==> src/rtl/xorexec_pkg.sv <==
`default_nettype none
// ============================================================================
// Module  : xorexec_pkg
// Purpose : Shared types and helpers for the xorexec ingress arbiter.
//           - xorexec_state_e : packet-walk states (IDLE / HDR / PAY)
//           - c_DEF_DW, c_DEF_LEN_W : default byte and length-field widths
//           - hdr_len()       : extracts the payload-length field of a header
// Revision: 1.0 - initial release
// ============================================================================
package xorexec_pkg;

  localparam int c_DEF_DW    = 8;
  localparam int c_DEF_LEN_W = 3;

  typedef enum logic [1:0] {
    ST_IDLE = 2'd0,
    ST_HDR  = 2'd1,
    ST_PAY  = 2'd2
  } xorexec_state_e;

  // Keeps only the low len_w bits of a header; upper header bits carry
  // information for downstream logic and are ignored here.
  function automatic logic [31:0] hdr_len(input logic [31:0] hdr, input int len_w);
    hdr_len = hdr & ((32'd1 << len_w) - 32'd1);
  endfunction

endpackage
`default_nettype wire

==> src/rtl/xorexec_ingress_arb_rr_pick.sv <==
`default_nettype none
// ============================================================================
// Module  : rr_pick
// Purpose : Purely combinational round-robin selector. Searches req upward
//           starting at rr_ptr (with wrap) and returns the first set bit.
// Ports   : req    in  NREQ   request vector
//           rr_ptr in  PTR_W  index where the search starts (0..NREQ-1)
//           pick   out NREQ   one-hot winner, 0 when no request
//           any    out 1      at least one request is set
// Revision: 1.0 - initial release
// ============================================================================
module rr_pick #(
  parameter int NREQ  = 4,
  parameter int PTR_W = 2
) (
  input  logic [NREQ-1:0]  req,
  input  logic [PTR_W-1:0] rr_ptr,
  output logic [NREQ-1:0]  pick,
  output logic             any
);

  assign any = |req;

  always_comb begin : p_pick
    int               w_idx;
    logic             w_found;
    logic [PTR_W-1:0] w_sel;
    pick    = '0;
    w_idx   = 0;
    w_found = 1'b0;
    w_sel   = '0;
    for (int k = 0; k < NREQ; k++) begin
      w_idx = int'(rr_ptr) + k;
      if (w_idx >= NREQ) begin
        w_idx = w_idx - NREQ;
      end
      w_sel = PTR_W'(w_idx);
      if (!w_found && req[w_sel]) begin
        pick[w_sel] = 1'b1;
        w_found     = 1'b1;
      end
    end
  end

endmodule
`default_nettype wire

==> src/rtl/xorexec_ingress_arb.sv <==
`default_nettype none
// ============================================================================
// Module  : xorexec_ingress_arb
// Purpose : Packet-atomic round-robin arbiter sharing the xorexec input FIFO
//           between NREQ requesters. A packet is one header byte whose low
//           LEN_W bits give the payload count, followed by that many bytes.
//           A grant is held until the whole packet has been pushed.
// Ports   : clk            in  1        clock, rising edge
//           rst_n          in  1        asynchronous active-low reset
//           pwr_on         in  1        0 blocks new grants, stalls transfers
//           req_valid      in  NREQ     requester i presents a byte
//           req_data       in  NREQ*DW  requester i byte at [i*DW +: DW]
//           req_ready      out NREQ     byte of requester i accepted
//           ififo_not_full in  1        FIFO can accept a byte
//           ififo_push     out 1        push strobe to the FIFO
//           idata          out DW       byte to the FIFO
//           gnt            out NREQ     one-hot owner, 0 when idle
//           busy           out 1        packet in flight
//           pkt_cnt        out NREQ*16  per-requester completed packets
//                                       (only with XORARB_STATS_EN defined)
// Options : `define XORARB_STATS_EN adds the pkt_cnt counters/port.
// Revision: 1.0 - initial release
// ============================================================================
module xorexec_ingress_arb
  import xorexec_pkg::*;
#(
  parameter int NREQ  = 4,
  parameter int DW    = c_DEF_DW,
  parameter int LEN_W = c_DEF_LEN_W
) (
  input  logic               clk,
  input  logic               rst_n,
  input  logic               pwr_on,
  input  logic [NREQ-1:0]    req_valid,
  input  logic [NREQ*DW-1:0] req_data,
  output logic [NREQ-1:0]    req_ready,
  input  logic               ififo_not_full,
  output logic               ififo_push,
  output logic [DW-1:0]      idata,
  output logic [NREQ-1:0]    gnt,
  output logic               busy
`ifdef XORARB_STATS_EN
  ,
  output logic [NREQ*16-1:0] pkt_cnt
`endif
);

  localparam int c_PTR_W = (NREQ > 1) ? $clog2(NREQ) : 1;

  xorexec_state_e     r_state, w_state_nxt;
  logic [NREQ-1:0]    r_gnt, w_gnt_nxt;
  logic [c_PTR_W-1:0] r_rr_ptr, w_rr_ptr_nxt;
  logic [LEN_W-1:0]   r_cnt, w_cnt_nxt;

  logic [NREQ-1:0]    w_pick;
  logic               w_any;
  logic [c_PTR_W-1:0] w_gidx;
  logic [c_PTR_W-1:0] w_gidx_inc;
  logic [DW-1:0]      w_gdata;
  logic               w_gvalid;
  logic               w_active;
  logic               w_open;
  logic               w_xfer;
  logic               w_done;
  logic [LEN_W-1:0]   w_hdr_len;

  rr_pick #(
    .NREQ  (NREQ),
    .PTR_W (c_PTR_W)
  ) u_rr_pick (
    .req    (req_valid),
    .rr_ptr (r_rr_ptr),
    .pick   (w_pick),
    .any    (w_any)
  );

  // Decode the one-hot grant into an index and steer the owner's byte.
  // With no grant the mux yields 0, which is what idata shows in reset.
  always_comb begin
    w_gidx   = '0;
    w_gdata  = '0;
    w_gvalid = 1'b0;
    for (int i = 0; i < NREQ; i++) begin
      if (r_gnt[i]) begin
        w_gidx   = c_PTR_W'(i);
        w_gdata  = req_data[i*DW +: DW];
        w_gvalid = req_valid[i];
      end
    end
  end

  assign w_gidx_inc = (w_gidx == c_PTR_W'(NREQ - 1)) ? '0 : w_gidx + 1'b1;
  assign w_hdr_len  = LEN_W'(hdr_len(32'(w_gdata), LEN_W));

  assign w_active   = (r_state != ST_IDLE);
  assign w_open     = w_active & pwr_on & ififo_not_full;
  assign w_xfer     = w_open & w_gvalid;

  assign req_ready  = w_open ? r_gnt : '0;
  assign ififo_push = w_xfer;
  assign idata      = w_gdata;
  assign gnt        = r_gnt;
  assign busy       = w_active;

  always_ff @(posedge clk or negedge rst_n) begin
    if (!rst_n) begin
      r_state  <= ST_IDLE;
      r_gnt    <= '0;
      r_rr_ptr <= '0;
      r_cnt    <= '0;
    end else begin
      r_state  <= w_state_nxt;
      r_gnt    <= w_gnt_nxt;
      r_rr_ptr <= w_rr_ptr_nxt;
      r_cnt    <= w_cnt_nxt;
    end
  end

  // Without a transfer every register holds, which covers FIFO-full,
  // requester-not-valid and power-off stalls alike.
  always_comb begin
    w_state_nxt  = r_state;
    w_gnt_nxt    = r_gnt;
    w_rr_ptr_nxt = r_rr_ptr;
    w_cnt_nxt    = r_cnt;
    w_done       = 1'b0;
    case (r_state)
      ST_IDLE: begin
        if (pwr_on && w_any) begin
          w_gnt_nxt   = w_pick;
          w_state_nxt = ST_HDR;
        end
      end
      ST_HDR: begin
        if (w_xfer) begin
          w_cnt_nxt = w_hdr_len;
          if (w_hdr_len == '0) begin
            w_done = 1'b1;
          end else begin
            w_state_nxt = ST_PAY;
          end
        end
      end
      ST_PAY: begin
        if (w_xfer) begin
          w_cnt_nxt = r_cnt - 1'b1;
          if (r_cnt == LEN_W'(1)) begin
            w_done = 1'b1;
          end
        end
      end
      default: begin
        w_state_nxt = ST_IDLE;
      end
    endcase
    if (w_done) begin
      w_state_nxt  = ST_IDLE;
      w_gnt_nxt    = '0;
      w_rr_ptr_nxt = w_gidx_inc;
    end
  end

`ifdef XORARB_STATS_EN
  logic [15:0] r_pkt_cnt [NREQ];

  generate
    for (genvar i = 0; i < NREQ; i++) begin : g_stats
      always_ff @(posedge clk or negedge rst_n) begin
        if (!rst_n) begin
          r_pkt_cnt[i] <= '0;
        end else if (w_done && r_gnt[i]) begin
          r_pkt_cnt[i] <= r_pkt_cnt[i] + 16'd1;
        end
      end
      assign pkt_cnt[i*16 +: 16] = r_pkt_cnt[i];
    end
  endgenerate
`endif

endmodule
`default_nettype wire

==> config.mk <==
export PLATFORM = sky130hd
export DESIGN_NAME = xorexec_ingress_arb
export DESIGN_NICKNAME = d
export VERILOG_FILES = /design/src/rtl/xorexec_pkg.sv /design/src/rtl/xorexec_ingress_arb_rr_pick.sv /design/src/rtl/xorexec_ingress_arb.sv
export SDC_FILE = /design/constraint.sdc
export NUM_CORES = 1
export LEC_CHECK = 0
export ABC_AREA = 1
export CAP_MARGIN = 20
export CORE_UTILIZATION = 38
export DETAILED_ROUTE_END_ITERATION = 7
export GPL_TIMING_DRIVEN = 0
export PLACE_DENSITY_LB_ADDON = 0.1
export SLEW_MARGIN = 20
export SYNTH_ARGS = -nofsm -noshare
export SYNTH_HDL_FRONTEND = slang
export SYNTH_SLANG_ARGS = --single-unit
==> constraint.sdc <==
create_clock -name clk -period 3.7 [get_ports clk]
set_clock_uncertainty 0.05 [all_clocks]
set_input_delay 0.37 -clock clk [delete_from_list [all_inputs] [get_ports clk]]
set_output_delay 0.37 -clock clk [all_outputs]
set_load 0.005 [all_outputs]
==> metrics.txt, run 1 <==
final worst-path cycle share=69.7%; R2R Setup Slk=1.69 ns; post-synthesis cell type count=25; vias per cell=4.75; endpoints failing hold=0; initial antenna violation count=0; Initial DRC Count=63; Worst Setup EP=ififo_push; Post-CTS Setup Inserts=0; pwr dens=657 nW/µm²; Starting Density=39.6%; Root Driver=clkbuf_4; dpl ws=1.37 ns; hold-fix buffers at CTS=0; io pins=58; I/O Buffers=57; Syn Nets=262; CP Max Fanout=5; chip height=61.0 µm; worst path arrival time=2.16 ns; H-Tree Depth=1; first-pass GRT wire length=6080 µm; clk_lat worst skew=0.27 ns; gr usage total=21.7%; FF-to-FF path depth=10; area of the core=3340 µm²; total gr overflow=0; Remaining DRCs=0; width of the die=61.0 µm; status=finished, final reports clean; Mapped Cells=211; Routed WL=3780 µm; Setup TNS Final=0 ns; drt pass-1 iters=4; Worst-path clk slew=0.07 ns; minimum clock period after layout=2.58 ns; ANT cells=0; required time worst endpoint=3.28 ns; wire per inst=11.9 µm; min-delay worst type=in2async; VDD IR-drop max=237 µV; crit path launch type=flip-flop; unrepaired setup endpoints after global routing=false; die area=3720 µm²; Worst setup startpoint=r_state[0]$_DFFE_PN0P_; maxcap violations=0; Worst-Margin Slew=0.501 ns; Final ANT Viol Nets=0; Reg-to-Reg Start=r_rr_ptr[0]$_DFFE_PN0P_; dpl hpwl=2960 µm; Yosys reg bits=11; leak pwr=0.919 nW; design area=1980 µm²; critical path type=reg2out; CTS tree=built; Fin Hold WS=0.375 ns; Setup violations, final=0; P&R area growth vs syn=49.5%; Longest Clk Path Bufs=2; Slew Viols, Final=0; largest net degree at the start of global routing=12; Cell Rows=21; Rel. slew slack=66.5%; nets=324; CTS Buf Count=3; number of global-route vias before repair=1,356; setup ws final=1.12 ns; fill count=356; CTS sink count=11; register area share after synthesis=20.8%; area of the mapped netlist=1320 µm²; Reg2Reg Capture Point=gnt[0]$_DFFE_PN0P_; Synth Warn #=0; gp weighted congestion=0.744; DP Area=1950 µm²; syn avg cell area=6.27 µm²; layout cells sized above 1=8.82%; via count=1,509; CP Capture Type=output pin; fmax=0.388 GHz; post-CTS sizing=0
area by class of cell:
class / instances / area, µm² / area share [%]
Buffer: 4 / 50.0 / 2.53
Clock buffer: 4 / 26.3 / 1.33
Inverter: 36 / 135 / 6.84
Multi-Input combinational cell: 160 / 862 / 43.6
Sequential cell: 11 / 275 / 13.9
Tap cell: 46 / 57.6 / 2.91
Timing Repair Buffer: 57 / 571 / 28.9
worst max-delay path, stage by stage, from the launching register on:
cell and delay [ns]:
dfrtp_1 0.37, inv_1 0.08, ha_1 0.24, inv_1 0.13
nand3_1 0.19, a21oi_1 0.20, nand2_2 0.13, inv_1 0.07
clkdlybuf4s50_1 0.49
synthesized netlist by cell type:
| master | n | share of area, % |
|---|---|---|
| nor2_4 | 2 | 1.7 |
| a32oi_1 | 1 | 0.66 |
| o21ai_2 | 1 | 0.66 |
| nand2_4 | 1 | 0.85 |
| nor2b_1 | 1 | 0.47 |
| a21oi_1 | 14 | 5.3 |
| o21ai_0 | 26 | 9.8 |
| nand2_2 | 3 | 1.4 |
| dfrtp_1 | 11 | 21 |
| nand4_1 | 2 | 0.95 |
| nand2_1 | 43 | 12 |
| or2_2 | 3 | 1.4 |
| a21oi_2 | 1 | 0.66 |
| nand3_1 | 21 | 7.9 |
| nor2_1 | 22 | 6.2 |
| ha_1 | 11 | 10 |
| inv_2 | 2 | 0.57 |
| o22ai_1 | 1 | 0.47 |
| inv_1 | 34 | 9.6 |
| o21ai_1 | 1 | 0.38 |
| clkbuf_8 | 2 | 2.1 |
| buf_6 | 2 | 1.7 |
| o31ai_1 | 2 | 1.1 |
| nor2_2 | 2 | 0.95 |
| nand3_2 | 2 | 1.5 |
logic make-up (layout without fill, tap and decap cells):
kind of cell	count (synthesis)	in the layout	synth area share (%)
buf+inv	40	101	14.0
fa+ha+maj	11	11	10.4
flops	11	11	20.8
compound gates	47	47	19.1
simple gates	102	102	35.7
stage by stage:
step                util (%)  cells  power, mW
floorplan                  -    211      0.840
finish                  59.2    318       1.30
CTS                     59.2    318       1.31
global route            59.2    318       1.46
global placement        58.5    314       1.21
detailed placement      58.5    314       1.22
worst min-delay path by stage:
stage               slack [ns]                     end              startpoint  cells after the start
global route              0.42    r_cnt[0]$_DFFE_PN0P_                   rst_n                      1
global placement          0.44  r_state[1]$_DFFE_PN0P_  r_state[1]$_DFFE_PN0P_                      2
finish                    0.38    r_cnt[1]$_DFFE_PN0P_                   rst_n                      1
CTS                       0.40    r_cnt[1]$_DFFE_PN0P_                   rst_n                      1
floorplan                 0.02      gnt[0]$_DFFE_PN0P_                   rst_n                      0
detailed placement        0.44  r_state[1]$_DFFE_PN0P_  r_state[1]$_DFFE_PN0P_                      2
per-layer routing:
layer / track usage [%] / share of wire (%) / wire (µm)
met5: 0 / 0 / 0
met2: 37.4 / 45 / 1700
met4: 4.87 / 1.0 / 38
met1: 28.5 / 48 / 1810
met3: 3.41 / 6.3 / 238
layout by cell type (no fill, tap or decap), drive strengths merged:
cell and instances:
clkdlybuf4s50 57, nand2 47, inv 36, o21ai 28, nor2 26, nand3 23, a21oi 15, ha 11
dfrtp 11, clkbuf 6, or2 3, buf 2, nand4 2, o31ai 2, nor2b 1, a32oi 1
o22ai 1
state kept, by name (all words and copies together) (netlist names):
signal and cells:
gnt 4, r_state 2, r_rr_ptr 2, r_cnt 3
where the power goes:
part	internal, mW	total, mW	switching (mW)
clock	0.0418	0.0846	0.0428
combinational	0.460	0.968	0.508
sequential	0.176	0.246	0.0705
Power figures use the tool's default switching activity.
==> inputs of run 2 (changes only) <==
- clock period: 3.7 -> 2.4 ns (I/O delays scaled with it)
==> run 2 against run 1 <==
Hold slack worse by 0.13 ns. Critical path depth unchanged. First-iteration DRC count up 7.9%. Critical endpoint unchanged.
==> metrics.txt, run 2 (synthesis gave the netlist of run 1 again) <==
status=finished, final reports clean; via count=1,499; worst-path cell chain=inv_1 -> ha_1 -> inv_2 -> nand3_4 -> a21oi_2 -> nand2_2 -> inv_1 -> clkdlybuf4s50_1; CTS Buf Count=3; initial antenna violation count=0; minimum clock period after layout=2.26 ns; Worst-path clk slew=0.08 ns; CTS tree=built; largest net degree at the start of global routing=12; chip height=61.0 µm; width of the die=61.0 µm; total power=2.02 mW; crit path launch type=flip-flop; most common cell after layout, fill and taps aside=clkdlybuf4s50_1; endpoints failing hold=0; nets=324; dpl hpwl=2960 µm; Root Driver=clkbuf_4; fill count=353; Post-CTS Setup Inserts=0; drt pass-1 iters=4; fmax=0.443 GHz; post-CTS sizing=1; Final ANT Viol Nets=0; Cell Rows=21; Routed WL=3780 µm; required time worst endpoint=2.11 ns; max reg flops=4; I/O Buffers=57; final worst-path cycle share=94.1%; gr usage total=21.7%; CTS sink count=11; H-Tree Depth=1; worst stage delay on the critical path=0.49 ns; Initial DRC Count=68; first-pass GRT wire length=6080 µm; Worst-Margin Slew=0.498 ns; hold-fix buffers at CTS=0; Setup TNS Final=0 ns; Remaining DRCs=0; die area=3720 µm²; CP Capture Type=output pin; setup ws final=0.142 ns; VDD IR-drop max=365 µV; Setup violations, final=0; layout cells sized above 1=9.93%; wire per inst=11.9 µm; area of the core=3340 µm²; P&R area growth vs syn=50.7%; unrepaired setup endpoints after global routing=false; maxcap violations=0; dpl ws=0.266 ns; most frequent cells in the layout=clkdlybuf4s50_1, nand2_1, inv_1, o21ai_0, nor2_1; Fin Hold WS=0.243 ns; gp weighted congestion=0.744; Slew Viols, Final=0; most used cell along the critical path=inv_1; io pins=58; total gr overflow=0; multi-input logic area=878 µm²; Rel. slew slack=66.7%; min-delay worst type=in2async; Worst path slowest cell=clkdlybuf4s50_1; CP Max Fanout=5; ANT cells=0; pwr dens=1010 nW/µm²; critical path type=reg2out; leak pwr=0.920 nW; clk_lat worst skew=0.27 ns; Longest Clk Path Bufs=2; Register Area=275 µm²; number of global-route vias before repair=1,356; worst path arrival time=1.97 ns; vias per cell=4.71; Starting Density=39.6%
-- run 2: cell counts in the layout (fill, tap and decap cells not counted) --
Identical to the previous run, type by type.
-- run 2: worst max-delay path: cells and delay by family, from the launching register on --
family | cells | cell delay (ns)
compound gates | 1 | 0.13
fa+ha+maj | 1 | 0.25
buf+inv | 4 | 0.75
flops | 1 | 0.37
simple gates | 2 | 0.21
-- run 2: area by class of cell --
cell class | instances | share of cell area, %
Clock buffer | 4 | 1.32
Buffer | 4 | 2.51
Sequential cell | 11 | 13.8
Tap cell | 46 | 2.89
Timing Repair Buffer | 57 | 28.6
Multi-Input combinational cell | 160 | 44.1
Inverter | 36 | 6.78
-- run 2: power by group --
part | total (mW) | internal [mW] | switching, mW | leakage [nW]
combinational | 1.51 | 0.714 | 0.794 | 0.772
sequential | 0.380 | 0.271 | 0.108 | 0.133
clock | 0.130 | 0.0645 | 0.0658 | 0.0150
total | 2.02 | 1.05 | 0.968 | 0.920
-- run 2: per-layer routing --
metal  GRT usage [%]  vias up  routed length, µm
li1                -      798                  -
met1            28.5      650               1800
met2            37.4       48               1730
met3            3.41        3                227
met4            4.87        0                 16
met5               0        -                  0
-- run 2: path summary, 6_finish.rpt --
| kind | end | start | cells after the start | slack, ns |
|---|---|---|---|---|
| worst max-delay path | ififo_push | r_state[0]$_DFFE_PN0P_ | 8 | 0.14 |
| worst min-delay path | r_cnt[1]$_DFFE_PN0P_ | rst_n | 1 | 0.24 |
| worst max register to register | gnt[0]$_DFFE_PN0P_ | r_rr_ptr[0]$_DFFE_PN0P_ | 10 | 0.38 |
| worst min register to register | r_state[0]$_DFFE_PN0P_ | r_state[0]$_DFFE_PN0P_ | 2 | 0.47 |
| max in group asynchronous | r_rr_ptr[1]$_DFFE_PN0P_ | rst_n | 1 | 1.72 |
| min in group clk | r_state[0]$_DFFE_PN0P_ | r_state[0]$_DFFE_PN0P_ | 2 | 0.47 |
-- run 2: stage by stage --
step | cell area, µm² | util (%) | std cells
floorplan | 1320 | - | 211
global placement | 1950 | 58.5 | 314
detailed placement | 1950 | 58.5 | 314
CTS | 1980 | 59.4 | 318
global route | 1990 | 59.7 | 318
finish | 1990 | 59.7 | 318
==> inputs of run 3 (changes only) <==
- CTS_CLUSTER_DIAMETER: unset -> 200
==> results of run 3 <==
No change in the layout: final DEF, timing and power equal those of run 2.
